### src/rtl/fifo_upsizer.sv
// Read-side upsizer: pops DATA_WIDTH words from a fall-through FIFO and packs
// RATIO of them LSB-lane-first into one registered valid/ready output word.
//
// state   | meaning
// --------+-----------------------------------------------------------
// S_FILL  | popping FIFO words into lanes, emitting full words
// S_FLUSH | no pops; emit the partial word once the output register is free
module fifo_upsizer #(
  parameter int DATA_WIDTH = 8,
  parameter int RATIO      = 4
) (
  input  logic                          i_clock,
  input  logic                          i_reset,
  input  logic                          i_empty,
  output logic                          o_rd_en,
  input  logic [DATA_WIDTH-1:0]         i_data,
  input  logic                          i_flush,
  output logic                          o_valid,
  input  logic                          i_ready,
  output logic [DATA_WIDTH*RATIO-1:0]   o_data,
  output logic [RATIO-1:0]              o_keep,
  output logic                          o_flushing
);

  localparam int CW = $clog2(RATIO);
  localparam int LW = DATA_WIDTH * (RATIO - 1);
  localparam logic [CW-1:0] LAST = CW'(RATIO - 1);

  typedef enum logic {S_FILL, S_FLUSH} state_t;

  state_t          state_q, state_d;
  logic [CW-1:0]   cnt_q;
  logic [LW-1:0]   lanes_q;
  logic [LW-1:0]   flush_lanes;
  logic [RATIO-1:0] flush_keep;
  logic            out_free;
  logic            complete;
  logic            flush_emit;

  assign out_free   = !o_valid || i_ready;
  assign complete   = o_rd_en && (cnt_q == LAST);
  assign flush_emit = (state_q == S_FLUSH) && (cnt_q != '0) && out_free;

  always_ff @(posedge i_clock) begin
    if (i_reset) state_q <= S_FILL;
    else         state_q <= state_d;
  end

  always_comb begin
    state_d = state_q;
    case (state_q)
      S_FILL:  if (i_flush) state_d = S_FLUSH;
      S_FLUSH: if ((cnt_q == '0) || out_free) state_d = S_FILL;
      default: state_d = S_FILL;
    endcase
  end

  // Only the completing beat needs a free output register; partial beats
  // keep filling lanes behind a stalled word.
  always_comb begin
    o_rd_en    = 1'b0;
    o_flushing = 1'b0;
    case (state_q)
      S_FILL:  o_rd_en = !i_reset && !i_empty && ((cnt_q != LAST) || out_free);
      S_FLUSH: o_flushing = 1'b1;
      default: o_rd_en = 1'b0;
    endcase
  end

  always_comb begin
    flush_lanes = '0;
    flush_keep  = '0;
    for (int k = 0; k < RATIO - 1; k++) begin
      if (k < int'(cnt_q)) begin
        flush_lanes[k*DATA_WIDTH +: DATA_WIDTH] = lanes_q[k*DATA_WIDTH +: DATA_WIDTH];
        flush_keep[k] = 1'b1;
      end
    end
  end

  always_ff @(posedge i_clock) begin
    if (i_reset) begin
      o_valid <= 1'b0;
      o_data  <= '0;
      o_keep  <= '0;
      cnt_q   <= '0;
      lanes_q <= '0;
    end else if (complete) begin
      o_data  <= {i_data, lanes_q};
      o_keep  <= '1;
      o_valid <= 1'b1;
      cnt_q   <= '0;
      lanes_q <= '0;
    end else if (flush_emit) begin
      o_data  <= {DATA_WIDTH'(0), flush_lanes};
      o_keep  <= flush_keep;
      o_valid <= 1'b1;
      cnt_q   <= '0;
      lanes_q <= '0;
    end else begin
      if (o_rd_en) begin
        for (int k = 0; k < RATIO - 1; k++) begin
          if (int'(cnt_q) == k) lanes_q[k*DATA_WIDTH +: DATA_WIDTH] <= i_data;
        end
        cnt_q <= cnt_q + CW'(1);
      end
      if (o_valid && i_ready) o_valid <= 1'b0;
    end
  end

endmodule

### config.mk
export PLATFORM = sky130hd
export DESIGN_NAME = fifo_upsizer
export DESIGN_NICKNAME = d
export VERILOG_FILES = /design/src/rtl/fifo_upsizer.sv
export SDC_FILE = /design/constraint.sdc
export NUM_CORES = 1
export LEC_CHECK = 0
export BUFFER_PORTS_ARGS = -buffer_cell sky130_fd_sc_hd__buf_2
export CAP_MARGIN = 30
export CORE_ASPECT_RATIO = 1.1
export CORE_UTILIZATION = 35
export DETAILED_ROUTE_END_ITERATION = 8
export PLACE_DENSITY = 0.62
export SLEW_MARGIN = 25
export SYNTH_ARGS = -nofsm -noshare
export SYNTH_HDL_FRONTEND = slang
export SYNTH_SLANG_ARGS = --single-unit
### constraint.sdc
create_clock -name i_clock -period 4.5 [get_ports i_clock]
set_clock_uncertainty 0.1 [all_clocks]
set_input_delay 0.45 -clock i_clock [delete_from_list [all_inputs] [get_ports i_clock]]
set_output_delay 0.45 -clock i_clock [all_outputs]
set_load 0.01 [all_outputs]
==> flow_summary.yaml <==
global_route:
  grt_first_pass_wirelength_mm: 9.19
  grt_use_met3_pct: 5.71
  antenna_found_initial: 0
  grt_pass1_vias: 1852
  use_met1_pct: 22.4
  overflow: 0
  grtUsageMet2_pct: 26.4
  grt_max_degree: 34
  grt.total_usage_pct: 17.4
  top_usage_layer: "met2"
floorplan:
  dieHeight_um: 89.5
  die_w_um: 81.6
  coreArea_sq_mm: 0.00667
  rows: 31
  start_util_pct: 36.6
  ios: 52
  die_area_sq_mm: 0.00731
finish:
  fin_cells: 388
  final_area_sq_mm: 0.00298
  area_growth_pct: 22.2
  drive_above_1_share_pct: 24.2
  fin_util_pct: 44.7
  nNetsFinal: 320
  diodes: 0
setup_path:
  r2r_cells: 7
  cp-start-kind: "flop"
  reg2reg_from: "cnt_q[1]$_SDFFE_PP0P_"
  startpoint: "cnt_q[1]$_SDFFE_PP0P_"
  worstSetupPathType: "flop to flop"
  rr_endpoint: "lanes_q[1]$_SDFFE_PP0P_"
  worstPathArrival_ns: 2.99
  crit_fanout: 28
  r2r_slack_ns: 1.65
  setup.worst_path.end_class: "flop"
  crit_required_ns: 4.64
placement:
  dp.cells: 371
  place_congestion: 0.768
  io_buffers: 51
  hpwl_mm: 3.75
  dpl-instance-area_sq_mm: 0.00272
synthesis:
  syn_inst: 254
  yosysTopAreaCell: "dfxtp_1"
  ys_async_sr_fraction_pct: 0
  synth_xor_area_share_pct: 0.359
  synth_top_area_share_pct: 52.5
  synth.area.top_cells: "dfxtp_1 53%, mux2i_1 9.9%, a21oi_1 5.5%"
  yosys.area_share.simple_pct: 15.4
  yosys-mux-area-fraction_pct: 9.85
  synth_area_sq_mm: 0.00244
  syn_nets: 273
  synth_seq_area_share_pct: 52.5
  synth_most_common_cell: "dfxtp_1"
  synth-edff-count: 0
  ys_ff_latch: 64
  yosysUniqueCellTypes: 31
  ys.flop_type: "dfxtp_1"
  synth_compound_area_share_pct: 14.2
  synth_top_family_by_area: "simple AND/OR/NAND/NOR gates"
  yosys_warnings: 0
  synth.top_cells.by_count: "64 x dfxtp_1, 27 x a21oi_1, 27 x nor2_1, 26 x nand3_1, 24 x mux2i_1"
  synth_area_per_cell_sq_um: 9.60
  synthAdderAreaFrac_pct: 3.08
clock_network:
  tritoncts: "yes"
  post_cts_buffers: 0
  path_clk_slew_ns: 0.07
  cts.path.max_buffers: 2
  cts_resized: 0
  cts_inserted_buffers: 9
  clkLatencyLatePin_ns: 0.35
  clock_sinks: 64
  htreeDepth: 3
  ctsHoldBuffers: 0
  root_buffer: "clkbuf_8"
timing:
  rsz0062_at_grt: "no"
  max_freq_mhz: 351
  fin_crit_ns: 2.85
  hold_viol_final: 0
  finalCritPeriodShare_pct: 63.4
  worst_slew_pin_slew_ns: 0.924
  setup_viol_count_final: 0
  maxSlewHeadroom_pct: 38.3
  fin_hold_ws_ns: 0.238
  tns_ns: 0
  slew_violations: 0
min_path:
  min_to: "state_q$_SDFF_PP0_"
  holdPathStages: 3
  min_from: "i_flush"
  hold_path_class: "primary input to flop"
flow_run:
  cap_violations: 0
drt:
  vias: 1980
  drt-wirelength-per-cell_um: 15.0
  drt_iter0_markers: 123
  routed_wirelength_mm: 5.81
  first_pass_iters: 4
  drc: 0
  drtAntennaViolNets: 0
  vias_per_cell: 5.10
power:
  peakVddDrop_v: 0.000203
  power.static_leakage_nw: 1.38
  pwr_density_cell_mw_per_mm2: 423
run_status:
  outcome: "finished clean"
where the power goes:
part,total (mW),internal (mW),switching (mW)
combinational,0.0590,0.0202,0.0389
sequential,0.580,0.574,0.00597
clock,0.622,0.386,0.236
total,1.26,0.980,0.281
metal layers:
layer	wire (um)	share of wire, %
met1	2680	46
met2	2700	47
met3	326	5.6
met4	95	1.6
met5	0	0
cell usage in the layout, fill, tap and decap left out:
cell / n
clkinvlp_4: 1
a22o_1: 8
dfxtp_1: 64
nand3b_1: 1
clkinv_4: 1
inv_1: 8
a31oi_1: 1
nand3_1: 26
o21ai_0: 7
a21oi_1: 27
nor3_1: 1
and2_1: 1
nor3_4: 1
nand2b_1: 1
nor2b_1: 1
o21ai_1: 1
nand2_1: 16
buf_2: 51
o211ai_1: 7
mux2i_1: 24
ha_1: 6
clkbuf_8: 10
bufinv_16: 3
nor2_1: 27
a31o_2: 1
nand3_2: 2
inv_6: 1
a32oi_1: 1
a211oi_1: 1
and3_2: 1
o32ai_1: 2
nor3_2: 1
buf_6: 1
xnor2_1: 1
registers in the layout (all words and copies together), names as in the netlist:
| name | cells |
|---|---|
| lanes_q | 24 |
| o_data | 32 |
| state_q | 1 |
| o_keep | 4 |
| cnt_q | 2 |
| o_valid | 1 |
critical path, cell delays in order, from the launching register on:
cell	delay, ns
dfxtp_1	0.59
inv_1	0.16
ha_1	0.24
nor2b_1	0.22
nand2_1	0.59
nand3_1	0.52
buf_6	0.24
nor2_1	0.07
cell families after synthesis:
| group | after synthesis |
|---|---|
| buf+inv | 24 |
| xor+xnor | 1 |
| fa+ha+maj | 6 |
| flops | 64 |
| compound gates | 56 |
| simple gates | 79 |
| mux | 24 |
area by class of cell:
cell class              instances  area (sq um)
inverters                       8          30.0
fillers                       678          3690
well taps                      82           103
flip-flops and latches         64          1280
clock buffers                  10           138
clock inverters                 6           115
repair buffers                 52           267
multi-input cells             166          1050
how the worst max path moves through the flow:
| stage | endpoint | slack [ns] |
|---|---|---|
| floorplan | cnt_q[0]$_SDFFE_PP0P_ | 2.50 |
| global placement | lanes_q[19]$_SDFFE_PP0P_ | 1.44 |
| detailed placement | lanes_q[5]$_SDFFE_PP0P_ | 1.44 |
| CTS | lanes_q[5]$_SDFFE_PP0P_ | 1.41 |
| global route | lanes_q[11]$_SDFFE_PP0P_ | 1.43 |
| finish | lanes_q[1]$_SDFFE_PP0P_ | 1.65 |
stage by stage:
step,worst slack (ns),power [mW]
after global placement,1.44,0.649
after floorplan,2.50,0.629
after CTS,1.41,1.27
after detailed placement,1.44,0.650
after global routing,1.43,1.31
final,1.65,1.26
Note: power is estimated with default switching activity, not from simulation.
